## config.mk

```make
export PLATFORM = sky130hd
export DESIGN_NAME = serial_add_ctrl
export DESIGN_NICKNAME = d
export VERILOG_FILES = /design/src/rtl/serial_add_ctrl.sv
export SDC_FILE = /design/constraint.sdc
export NUM_CORES = 1
export LEC_CHECK = 0
export ABC_AREA = 1
export CAP_MARGIN = 5
export CORE_MARGIN = 3
export CORE_UTILIZATION = 45
export CTS_BUF_LIST = sky130_fd_sc_hd__clkbuf_4 sky130_fd_sc_hd__clkbuf_8
export DETAILED_ROUTE_END_ITERATION = 8
export GPL_TIMING_DRIVEN = 0
export PLACE_DENSITY = 0.69
export SYNTH_ARGS = -nofsm -noshare
export SYNTH_HDL_FRONTEND = slang
export SYNTH_SLANG_ARGS = --single-unit
export TNS_END_PERCENT = 1
```

## constraint.sdc

```tcl
create_clock -name clk -period 1.6 [get_ports clk]
set_clock_uncertainty 0.2 [all_clocks]
set_input_delay 0.32 -clock clk [delete_from_list [all_inputs] [get_ports clk]]
set_output_delay 0.32 -clock clk [all_outputs]
set_load 0.03 [all_outputs]
```

## src/rtl/serial_add_ctrl.sv

```systemverilog
// rtl/serial_add_ctrl.sv - bit-serial adder controller driving a single full adder LSB-first

module full_adder (
    input  logic a_i,
    input  logic b_i,
    input  logic c_i,
    output logic s_o,
    output logic c_o
);
    assign s_o = a_i ^ b_i ^ c_i;
    assign c_o = (a_i & b_i) | (a_i & c_i) | (b_i & c_i);
endmodule

module serial_add_ctrl #(
    parameter int WIDTH = 8
) (
    input  logic             clk,
    input  logic             rst_n,
    input  logic             start,
    input  logic [WIDTH-1:0] a,
    input  logic [WIDTH-1:0] b,
    input  logic             cin,
    output logic             ready,
    output logic             busy,
    output logic             done,
    output logic [WIDTH-1:0] sum,
    output logic             cout
);
    localparam int CW = $clog2(WIDTH);

    typedef enum logic [1:0] {IDLE, RUN, DONE} state_t;

    state_t           state_q, state_d;
    logic [WIDTH-1:0] sh_a_q, sh_a_d, sh_b_q, sh_b_d;
    logic [WIDTH-2:0] sh_s_q, sh_s_d;
    logic [WIDTH-1:0] sum_q, sum_d;
    logic             carry_q, carry_d, cout_q, cout_d;
    logic [CW-1:0]    cnt_q, cnt_d;
    logic             fa_s, fa_c, last;
    logic [WIDTH-1:0] acc;

    full_adder u_fa (
        .a_i (sh_a_q[0]),
        .b_i (sh_b_q[0]),
        .c_i (carry_q),
        .s_o (fa_s),
        .c_o (fa_c)
    );

    assign last = (cnt_q == CW'(WIDTH - 1));
    // Completed bits so far with the current sum bit entering at the MSB end.
    assign acc  = {fa_s, sh_s_q};

    always_ff @(posedge clk or negedge rst_n) begin
        if (!rst_n) begin
            state_q <= IDLE;
        end else begin
            state_q <= state_d;
        end
    end

    always_comb begin
        state_d = state_q;
        case (state_q)
            IDLE:    if (start) state_d = RUN;
            RUN:     if (last) state_d = DONE;
            DONE:    state_d = IDLE;
            default: state_d = IDLE;
        endcase
    end

    always_comb begin
        ready = (state_q == IDLE);
        busy  = (state_q == RUN);
        done  = (state_q == DONE);
    end

    always_comb begin
        sh_a_d  = sh_a_q;
        sh_b_d  = sh_b_q;
        sh_s_d  = sh_s_q;
        carry_d = carry_q;
        cnt_d   = cnt_q;
        sum_d   = sum_q;
        cout_d  = cout_q;
        case (state_q)
            IDLE: begin
                if (start) begin
                    sh_a_d  = a;
                    sh_b_d  = b;
                    sh_s_d  = '0;
                    carry_d = cin;
                    cnt_d   = '0;
                end
            end
            RUN: begin
                sh_a_d  = {1'b0, sh_a_q[WIDTH-1:1]};
                sh_b_d  = {1'b0, sh_b_q[WIDTH-1:1]};
                sh_s_d  = acc[WIDTH-1:1];
                carry_d = fa_c;
                if (last) begin
                    sum_d  = acc;
                    cout_d = fa_c;
                    cnt_d  = '0;
                end else begin
                    cnt_d  = cnt_q + CW'(1);
                end
            end
            default: ;
        endcase
    end

    always_ff @(posedge clk or negedge rst_n) begin
        if (!rst_n) begin
            sh_a_q  <= '0;
            sh_b_q  <= '0;
            sh_s_q  <= '0;
            carry_q <= 1'b0;
            cnt_q   <= '0;
            sum_q   <= '0;
            cout_q  <= 1'b0;
        end else begin
            sh_a_q  <= sh_a_d;
            sh_b_q  <= sh_b_d;
            sh_s_q  <= sh_s_d;
            carry_q <= carry_d;
            cnt_q   <= cnt_d;
            sum_q   <= sum_d;
            cout_q  <= cout_d;
        end
    end

    assign sum  = sum_q;
    assign cout = cout_q;
endmodule

```

==> summary.md <==
| Metric | Value |
|---|---|
| Status | finished, violations left |
| Failing checks | setup timing |
| Synth unique cells | 20 |
| Most frequent cell after synthesis | nand2_1 |
| Slew HR | 66.30% |
| Leakage | 0.001282 uW |
| CTS clock-pin slew for the worst setup and hold paths | 0.07 ns |
| Share of cells above drive strength 1 | 16.35% |
| Post-synth EDFFs | 0 |
| Post-layout net count | 285 |
| TritonCTS Buffers | 5 |
| Syn_nets | 242 |
| Endpoint class of the critical path | output port |
| Final setup violation count | 3 |
| N_diodes | 0 |
| Final wirelength | 3453 um |
| Hold Slack | 0.2741 ns |
| Io pins | 32 |
| Warnings from Yosys | 0 |
| CTS tree | built |
| Final period utilization | 104.2% |
| Critical Path Fanout Max | 3 |
| Global-route wire length before repair | 6016 um |
| Worst setup margin | -0.06656 ns |
| Antenna-violating nets left | 0 |
| Min cycle time layout | 1.667 ns |
| Pwr Density | 1809 nW/um^2 |
| Max Cap Viol | 0 |
| Number of synthesized register bits | 38 |
| Die width | 69.87 um |
| Post-DP HPWL | 2398 um |
| Mean Syn Cell Area | 8.381 um^2 |
| FFs w/ async S/R, synth | 100.0% |
| DIE AREA | 4881 um^2 |
| Ranking of synthesized cells by area | dfrtp_1, nand2_1, inv_1 |
| Crit Path Category | flip-flop to output port |
| Clk sink count | 38 |
| Least-Margin Pin Slew | 0.5055 ns |
| Synth-to-layout area growth | 29.24% |
| Post-synthesis sequential area ratio | 51.81% |
| RSZ-0062 raised after global routing | true |
| Mapped Area | 1836 um^2 |
| Vias per cell | 4.521 |
| Worst hold path class | flip-flop to flip-flop |
| IO buf count | 31 |
| Final core occ | 62.45% |
| Total number of vias | 1406 |
| Initial core utilization | 48.32% |
| CP arrival | 1.15 ns |
| Clock Tree Buf Depth | 2 |
| Initial DRC Count | 91 |
| Final Hold Violating Endpoints | 0 |
| Worst Path Required | 1.08 ns |
| Final Max Tran Viols | 0 |
| Fmax | 600.0 MHz |
| Core Footprint | 3799 um^2 |
| Gr usage total | 15.55% |
| Largest net degree at the start of global routing | 39 |
| H-tree levels | 2 |
| Grt ovf | 0 |
| Routed wire length per instance | 11.10 um |
| GP Congestion | 0.7532 |
| Vias in the first global route | 1332 |
| DRC Markers | 0 |
| Initial antenna violation count | 0 |
| Worst skew pair latency | 0.29 ns |
| Post-synthesis cell count | 219 |
| CTS root buf | clkbuf_8 |
| Setup crit start kind | flip-flop |
| DRT Pass-1 Iters | 4 |
| Ys flop type | dfrtp_1 |
| Share of the synthesized area in the top cell type | 51.81% |
| DIE HEIGHT | 69.87 um |
| VDD IR max | 0.001015 V |
| Synth cell count leaders | nand2_1, inv_1, dfrtp_1 |
| Largest area contributor in the netlist | dfrtp_1 |
| Row count | 22 |
-- critical path, stage by stage (launching register included) --
cell,delay (ns)
dfrtp_1,0.40
buf_6,0.13
buf_8,0.11
nor2_4,0.08
buf_6,0.13
-- layout by cell type (no fill, tap or decap), types with 5 or more instances in the layout --
master,instances
nand2_1,82
nand3_1,18
o21ai_0,5
o21ai_2,8
dlygate4sd2_1,6
inv_1,41
buf_6,8
o21ai_1,6
buf_4,6
clkbuf_8,6
dfrtp_1,37
clkdlybuf4s50_1,18
-- where the power goes --
| part | total [uW] | leakage [uW] | switching (uW) | internal, uW |
|---|---|---|---|---|
| Clock | 704 | 0.0000517 | 339 | 365 |
| Combinational | 1990 | 0.000755 | 1180 | 807 |
| Sequential | 1600 | 0.000475 | 217 | 1380 |
| Total | 4290 | 0.00128 | 1740 | 2550 |
-- path summary, 6_finish.rpt --
| path | from | to | slack, ns | depth (start not counted) |
|---|---|---|---|---|
| setup / recovery | state_q[0]$_DFFE_PN0P_ | done | -0.07 | 4 |
| hold / removal | sum[6]$_DFFE_PN0P_ | sum[6]$_DFFE_PN0P_ | 0.27 | 2 |
| setup reg to reg | cnt_q[0]$_DFFE_PN0P_ | sum[7]$_DFFE_PN0P_ | 0 | 6 |
| hold reg to reg | sum[6]$_DFFE_PN0P_ | sum[6]$_DFFE_PN0P_ | 0.27 | 2 |
| max in group asynchronous | rst_n | state_q[1]$_DFFE_PN0P_ | 0.46 | 2 |
| min in group asynchronous | rst_n | carry_q$_DFFE_PN0P_ | 0.36 | 2 |
-- registers in the layout (all words and copies together), names as in the netlist --
name and count:
cout 1, sh_s_q 7, sh_a_q 8, state_q 2
cnt_q 3, sum 8, sh_b_q 8, carry_q 1
-- layer usage --
layer  part of all wire, %  global-route usage [%]
met1                    47                   21.47
met2                    46                   22.35
met3                   5.1                   4.317
met4                   1.8                   7.660
met5                     0                       0
-- what timing repair did --
action | 4_1_cts | 5_1_grt
buffers inserted | 0 | 4
hold buffers | 1 | 0
setup endpoints to repair | 13 | 16
resized for setup | 34 | 10
pin swaps | 0 | 3
hold endpoints to repair | 38 | 0
gates cloned | 0 | 0
-- through the flow --
stage          std cells  setup WS (ns)  total power [uW]  area (um^2)  setup TNS, ns
3_5_place_dp         298        -0.4443              3579         2203         -2.946
5_1_grt              311        -0.1198              4670         2372        -0.8331
6_report             311       -0.06656              4291         2372        -0.1253
2_1_floorplan        219        0.09138              2991         1838              0
3_3_place_gp         298        -0.9471              3539         2208         -39.05
4_1_cts              307        -0.1978              4247         2313        -0.5082
-- area by class of cell --
type / instances / area [um^2]
timing repair buffer: 36 / 344.1
sequential: 38 / 952.2
clock buffer: 7 / 90.09
multi-input combinational: 130 / 668.1
tap: 48 / 60.06
clock inverter: 1 / 5.005
fill: 338 / 1426
buffer: 8 / 86.33
inverter: 43 / 166.4
-- kinds of logic (layout without fill, tap and decap cells) --
kind of cell,after synthesis,count (layout),share of synthesized area [%]
and+or+nand+nor,107,107,25.56
buffers and inverters,51,95,12.88
DFF,38,38,51.81
AOI/OAI and AO/OA,20,20,7.294
adders and majority gates,3,3,2.454
Power figures use the tool's default switching activity.
